### config.mk
export PLATFORM = sky130hd
export DESIGN_NAME = rom_burst_arbiter
export DESIGN_NICKNAME = d
export VERILOG_FILES = /design/src/rtl/rom_burst_arbiter.sv
export SDC_FILE = /design/constraint.sdc
export NUM_CORES = 1
export LEC_CHECK = 0
export ABC_AREA = 1
export ABC_CLOCK_PERIOD_IN_PS = 1430
export CORE_MARGIN = 2
export CORE_UTILIZATION = 31
export DETAILED_ROUTE_END_ITERATION = 10
export GPL_ROUTABILITY_DRIVEN = 1
export MAX_ROUTING_LAYER = met4
export PLACE_DENSITY_LB_ADDON = 0.08
export SETUP_SLACK_MARGIN = 0.5
export SYNTH_ARGS = -nofsm -noshare
export SYNTH_HDL_FRONTEND = slang
export SYNTH_SLANG_ARGS = --single-unit
### constraint.sdc
create_clock -name clk -period 1.43 [get_ports clk]
set_input_delay 0.286 -clock clk [delete_from_list [all_inputs] [get_ports clk]]
set_output_delay 0.286 -clock clk [all_outputs]
set_load 0.05 [all_outputs]
### src/rtl/rom_burst_arbiter.sv
// rom_burst_arbiter: round-robin burst arbiter sharing one sync-read ROM between two requesters (ROM_ARB_CHECKSUM_EN adds rd_csum)
module rom_burst_arbiter #(
  parameter int ADDR_W = 10,
  parameter int DATA_W = 8,
  parameter int LEN_W  = 4
) (
  input  logic              clk,
  input  logic              rst,
  input  logic              req0_valid,
  input  logic [ADDR_W-1:0] req0_addr,
  input  logic [LEN_W-1:0]  req0_len,
  output logic              req0_ready,
  input  logic              req1_valid,
  input  logic [ADDR_W-1:0] req1_addr,
  input  logic [LEN_W-1:0]  req1_len,
  output logic              req1_ready,
  output logic [ADDR_W-1:0] rom_address,
  input  logic [DATA_W-1:0] rom_dataout,
  output logic [DATA_W-1:0] rd_data,
  output logic              rd_valid,
  output logic              rd_id,
  output logic              rd_last,
`ifdef ROM_ARB_CHECKSUM_EN
  output logic [DATA_W-1:0] rd_csum,
`endif
  output logic              busy
);
  typedef enum logic [1:0] {IDLE, ISSUE, DRAIN} state_t;
  state_t state_q, state_d;
  logic ptr_q, ptr_d, id_q, id_d;
  logic rd_valid_q, rd_valid_d, rd_last_q, rd_last_d, rd_id_q, rd_id_d;
  logic [ADDR_W-1:0] addr_q, addr_d;
  logic [LEN_W-1:0] cnt_q, cnt_d;
  logic gnt, hs, issue, last;
  // state register
  always_ff @(posedge clk) state_q <= rst ? IDLE : state_d;
  // next state: one ISSUE cycle per beat, then a single DRAIN cycle
  always_comb state_d = state_q == IDLE ? (hs ? ISSUE : IDLE) : state_q == ISSUE ? (last ? DRAIN : ISSUE) : IDLE;
  // outputs: pointer's requester wins if valid, otherwise the other one gets ready
  always_comb begin
    gnt = ptr_q ? req1_valid : ~req0_valid;
    req0_ready = state_q == IDLE && !gnt;
    req1_ready = state_q == IDLE && gnt;
    hs = (req0_valid && req0_ready) || (req1_valid && req1_ready);
    issue = state_q == ISSUE;
    last = issue && cnt_q == '0;
    busy = state_q != IDLE;
  end
  // datapath next values; address holds on the last beat so it stays put through DRAIN/IDLE
  always_comb begin
    ptr_d = hs ? ~gnt : ptr_q;
    id_d = hs ? gnt : id_q;
    addr_d = hs ? (gnt ? req1_addr : req0_addr) : (issue && !last) ? addr_q + 1'b1 : addr_q;
    cnt_d = hs ? (gnt ? req1_len : req0_len) : issue ? cnt_q - 1'b1 : cnt_q;
    rd_valid_d = issue;
    rd_last_d = last;
    rd_id_d = issue ? id_q : rd_id_q;
  end
  // datapath registers; read flags lag issue by one cycle to match ROM latency
  always_ff @(posedge clk) begin
    if (rst) begin
      ptr_q <= 1'b0;
      id_q <= 1'b0;
      addr_q <= '0;
      cnt_q <= '0;
      rd_valid_q <= 1'b0;
      rd_last_q <= 1'b0;
      rd_id_q <= 1'b0;
    end else begin
      ptr_q <= ptr_d;
      id_q <= id_d;
      addr_q <= addr_d;
      cnt_q <= cnt_d;
      rd_valid_q <= rd_valid_d;
      rd_last_q <= rd_last_d;
      rd_id_q <= rd_id_d;
    end
  end
  assign rom_address = addr_q;
  assign rd_data = rom_dataout;
  assign rd_valid = rd_valid_q;
  assign rd_last = rd_last_q;
  assign rd_id = rd_id_q;
`ifdef ROM_ARB_CHECKSUM_EN
  logic [DATA_W-1:0] acc_q, acc_d;
  // running sum of earlier beats; the last beat is folded in combinationally
  always_comb begin
    acc_d = hs ? '0 : rd_valid_q ? acc_q + rom_dataout : acc_q;
    rd_csum = rd_last_q ? acc_q + rom_dataout : '0;
  end
  // accumulator register
  always_ff @(posedge clk) acc_q <= rst ? '0 : acc_d;
`endif
endmodule
Word level (Yosys, flattened, before mapping)

Index checks and enable logic that the tools add are counted.

Reduce and logical (&&, ||, !) cells: 14
Bitwise logic cells: 2
Mux-type cells: 11
Add/subtract/negate cells: 2
Eq/ne operators: 1

Operators by type and width:

| operator                                                               | count |
|---|---|
| 10-bit 2-to-1 mux                                                      | 3 |
| 4-bit 2-to-1 mux                                                       | 3 |
| 10-bit by 1-bit adder with 10-bit output (second input constant)       | 1 |
| 1-bit logical AND                                                      | 6 |
| 2-bit 2-to-1 mux                                                       | 3 |
| 2-bit nonzero test                                                     | 3 |
| 4-bit zero test                                                        | 1 |
| 4-bit by 1-bit subtractor with 4-bit output (second input constant)    | 1 |
| 2-bit by 1-bit equality test with 1-bit output (second input constant) | 1 |
| 1-bit zero test                                                        | 2 |
| 2-bit zero test                                                        | 1 |
| 1-bit 2-to-1 mux                                                       | 2 |
| 1-bit inverter                                                         | 2 |
| 1-bit logical OR                                                       | 1 |

Input bits: 40
Flip-flop bits (word level): 21
Output and inout bits: 24
Logic and storage cells: 38

Logic depth before layout (Yosys ltp)

Word-level depth: 8
Mapped depth: 10
Mapped depth without buffers: 9

Worst setup path before layout

Ideal clock, no wire load.

Path kind: reg-to-output
Start: reg state_q[1]
End: out req0_ready
Path slack: -0.275 ns
Required time: 1.144 ns
Buffers on the path: 0
Stages on the path, launching flop included: 4
Arrival: 1.419 ns
Path through: dfxtp_1 > nor2_4 > inv_1 > nor2_1

Word-level cells in the longest chain between the ends: 2

Ends and longest elaborated chain:

| element                | RTL line | text |
|---|---|---|
| start, declared        | 29       | `state_t state_q, state_d;` |
| start signal, assigned | 36       | `always_ff @(posedge clk) state_q <= rst ? IDLE : state_d;` |
| 2-bit zero test        | 42       | `req0_ready = state_q == IDLE && !gnt;` |
| 1-bit logical AND      | 42       |  |
| end, declared          | 12       | `output logic req0_ready,` |

Every way passes these cells.

Final worst setup path

Start: reg state_q[0]
End: out req1_ready

Word-level cells in the longest chain between the ends: 2

Ends and longest elaborated chain:

| element           | RTL line | text |
|---|---|---|
| 2-bit zero test   | 43       | `req1_ready = state_q == IDLE && gnt;` |
| 1-bit logical AND | 43       |  |
| end, declared     | 16       | `output logic req1_ready,` |

Every way passes these cells.

==> impl_metrics.env <==
export IMPL_status="finished with violations"
export IMPL_violations="setup timing"
export IMPL_muxShareOfSynthArea_pct=0
export IMPL_synth_seq_cells=21
export IMPL_h_tree_depth=1
export IMPL_wl_met3_um=248
export IMPL_clock_path_buffers=2
export IMPL_power_switching_mw=2.74
export IMPL_worst_pin_slew_ns=0.336
export IMPL_final_hold_viol_count=0
export IMPL_drt_wl_total_mm=4.27
export IMPL_syn_to_final_growth_pct=85.8
export IMPL_core_um2=4410
export IMPL_finalMaxSlewViolations=0
export IMPL_worst_slack_ns=-0.0543
export IMPL_fin_cells=358
export IMPL_cts_buffers=3
export IMPL_timing_final_crit_period_ns=1.48
export IMPL_antenna_found_initial=0
export IMPL_viasPerCell=4.66
export IMPL_route_detailed_drc=0
export IMPL_grt_pass1_vias=1690
export IMPL_grt_max_degree=16
export IMPL_grt_pass1_wl_mm=7.51
export IMPL_combPwrFrac_pct=72.2
export IMPL_io_pins=64
export IMPL_grtUsageTotal_pct=18.7
export IMPL_dp_cells=337
export IMPL_clkPwrFrac_pct=7.0
export IMPL_avgSynthCellArea_um2=6.19
export IMPL_synth_simple_gate_area_share_pct=39.4
export IMPL_crit_fanout=4
export IMPL_drive_gt1_share_pct=38.2
export IMPL_critical_path_arrival_ns=1.20
export IMPL_yosysWarnings=0
export IMPL_hpwl_mm=3.07
export IMPL_switching_share_pct=46.5
export IMPL_skew_ns=0.00230
export IMPL_chipWidth_um=72.4
export IMPL_first_pass_iters=4
export IMPL_leakage_nw=1.22
export IMPL_synth_area_um2=1450
export IMPL_synthAdderAreaFrac_pct=1.73
export IMPL_synth_cell_type_count=26
export IMPL_hold_class="reg2reg"
export IMPL_slew_headroom_pct=77.6
export IMPL_gp_congestion=0.842
export IMPL_crit_type="reg2out"
export IMPL_io_buffers=47
export IMPL_root_buffer="clkbuf_8"
export IMPL_avgRoutedWirePerCell_um=11.9
export IMPL_clk_latency_ns=0.26
export IMPL_setup_viol=2
export IMPL_start_kind="flip-flop"
export IMPL_wl_met1_mm=1.83
export IMPL_die_area_um2=5240
export IMPL_synth_compound_area_share_pct=14.0
export IMPL_hold_buffers=0
export IMPL_finalCritPeriodShare_pct=104
export IMPL_route_vias_total=1667
export IMPL_cts_tree="yes"
export IMPL_ant_nets=0
export IMPL_start_util_pct=32.8
export IMPL_path_clk_slew_ns=0.08
export IMPL_syn_inst=234
export IMPL_grt_overflow=0
export IMPL_met2WireLength_mm=2.16
export IMPL_rows=24
export IMPL_fin_tns_setup_ns=-0.0956
export IMPL_diodes=0
export IMPL_max_cap_violations=0
export IMPL_seq_power_share_pct=20.8
export IMPL_synth_top_family_by_area="simple AND/OR/NAND/NOR gates"
export IMPL_vdd_ir_drop_max_mv=1.08
export IMPL_powerDensity_nw_per_um2=2180
export IMPL_critPathCaptureType="primary output"
export IMPL_cts_sinks=21
export IMPL_synth_xor_area_share_pct=0.604
export IMPL_highest_layer="met4"
export IMPL_synth_seq_area_share_pct=29.0
export IMPL_fmax_mhz=674
export IMPL_drt_iter0_drc=94
export IMPL_syn_nets=276
export IMPL_intPower_mw=3.15
export IMPL_rsz0062_at_grt="yes"
export IMPL_die_h_um=72.4
export IMPL_nNetsFinal=349
export IMPL_cp_required_ns=1.14
-- timing repair --
action                                  CTS  global route
pin swaps                                 8             2
cloned                                    1             0
resized for setup                        34            18
endpoints found under the setup margin   36            37
buffers inserted                         14             2
-- state kept, by name, summed over array words and instances, names as in the netlist --
| register | count |
|---|---|
| rd_valid | 1 |
| rd_id | 1 |
| id_q | 1 |
| ptr_q | 1 |
| state_q | 2 |
| cnt_q | 4 |
| rd_last | 1 |
| rom_address | 10 |
-- critical path, stage by stage (launching register included) --
cell,delay (ns)
dfxtp_2,0.35
nor2_4,0.10
inv_1,0.16
nor2_4,0.18
buf_12,0.15
-- cells in the mapped netlist --
cell type / instances / area [um^2]
nand2_1: 74 / 278
inv_1: 26 / 97.6
dfxtp_1: 21 / 420
nand3_1: 21 / 105
nor2_1: 21 / 78.8
o21ai_0: 20 / 100
a21oi_1: 10 / 50.1
buf_4: 9 / 67.6
nand2_2: 6 / 37.5
buf_6: 4 / 45.0
a21oi_2: 2 / 17.5
ha_1: 2 / 25.0
inv_2: 2 / 7.51
nor2_4: 2 / 22.5
nor3_1: 2 / 10.0
o21bai_1: 2 / 15.0
a31oi_1: 1 / 6.26
clkbuf_1: 1 / 3.75
nand3_2: 1 / 10.0
nand4_1: 1 / 6.26
nor2_2: 1 / 6.26
nor3_2: 1 / 10.0
o21ai_1: 1 / 5.00
o21ai_2: 1 / 8.76
or2_2: 1 / 6.26
xor2_1: 1 / 8.76
-- layout by cell type (no fill, tap or decap), types with 2 or more instances in the layout --
| master | Yosys | routed |
|---|---|---|
| nand3_1 | 21 | 19 |
| dlygate4sd2_1 | 0 | 2 |
| buf_4 | 9 | 20 |
| o21ai_2 | 1 | 6 |
| nand2_2 | 6 | 4 |
| o21ai_1 | 1 | 13 |
| dfxtp_4 | 0 | 11 |
| dfxtp_1 | 21 | 3 |
| nand2_1 | 74 | 69 |
| nor2_4 | 2 | 7 |
| inv_4 | 0 | 2 |
| nand2_4 | 0 | 5 |
| inv_2 | 2 | 4 |
| o21ai_0 | 20 | 3 |
| a21oi_2 | 2 | 4 |
| nor2_1 | 21 | 16 |
| nor3_2 | 1 | 2 |
| nand2_8 | 0 | 3 |
| buf_6 | 4 | 9 |
| inv_1 | 26 | 21 |
| buf_12 | 0 | 20 |
| a21oi_1 | 10 | 8 |
| clkbuf_8 | 0 | 3 |
| clkdlybuf4s50_1 | 0 | 29 |
| o21bai_1 | 2 | 2 |
| nand3_4 | 0 | 2 |
| dfxtp_2 | 0 | 7 |
| ha_4 | 0 | 2 |
-- per-stage QoR --
stage	total power, mW	setup slack [ns]	cell area (um^2)	hold slack (ns)	util [%]
6_report	5.88	-0.0543	2690	0.493	61.0
3_3_place_gp	4.65	-0.248	2350	0.478	53.3
3_5_place_dp	4.65	-0.261	2350	0.486	53.3
4_1_cts	5.69	-0.0662	2620	0.490	59.4
5_1_grt	6.31	-0.121	2690	0.524	61.0
2_1_floorplan	3.28	-0.000771	1590	0.351	-
-- power by group through the flow --
stage	registers [mW]	logic (mW)	clock network (mW)
5_1_grt	1.27	4.60	0.442
6_report	1.22	4.25	0.413
3_3_place_gp	1.24	3.41	0
4_1_cts	1.22	4.05	0.422
2_1_floorplan	1.62	1.66	0
3_5_place_dp	1.24	3.41	0
-- layer usage --
metal | vias to the layer above | track usage [%]
li1 | 883 | -
met1 | 738 | 22.1
met2 | 44 | 31.9
met3 | 2 | 2.78
met4 | 0 | 7.13
met5 | - | -
-- cell type report --
type / instances / area (um^2)
Tap cell: 52 / 65.1
Inverter: 28 / 115
Clock buffer: 4 / 45.0
Sequential cell: 21 / 470
Multi-Input combinational cell: 172 / 1020
Timing Repair Buffer: 81 / 975
Fill cell: 390 / 1720
-- cells by family (layout without fill, tap and decap cells) --
| group | after synthesis | count (layout) |
|---|---|---|
| AND/OR/NAND/NOR | 131 | 132 |
| buffers and inverters | 42 | 113 |
| AO/OA/AOI/OAI | 37 | 37 |
| flip-flops | 21 | 21 |
| adder cells (fa/ha/maj) | 2 | 2 |
| XOR/XNOR | 1 | 1 |
-- path summary, 6_finish.rpt --
| path | cells past startpoint | slack, ns | end | startpoint |
|---|---|---|---|---|
| worst min register to register | 2 | 0.49 | rd_id$_SDFFE_PP0P_ | id_q$_SDFFE_PP0P_ |
| worst max-delay path | 4 | -0.05 | req1_ready | state_q[0]$_SDFF_PP0_ |
| worst max register to register | 7 | 0.12 | rom_address[8]$_SDFFE_PP0P_ | state_q[1]$_SDFF_PP0_ |
| worst min-delay path | 2 | 0.49 | rd_id$_SDFFE_PP0P_ | id_q$_SDFFE_PP0P_ |
Note: power is estimated with default switching activity, not from simulation.
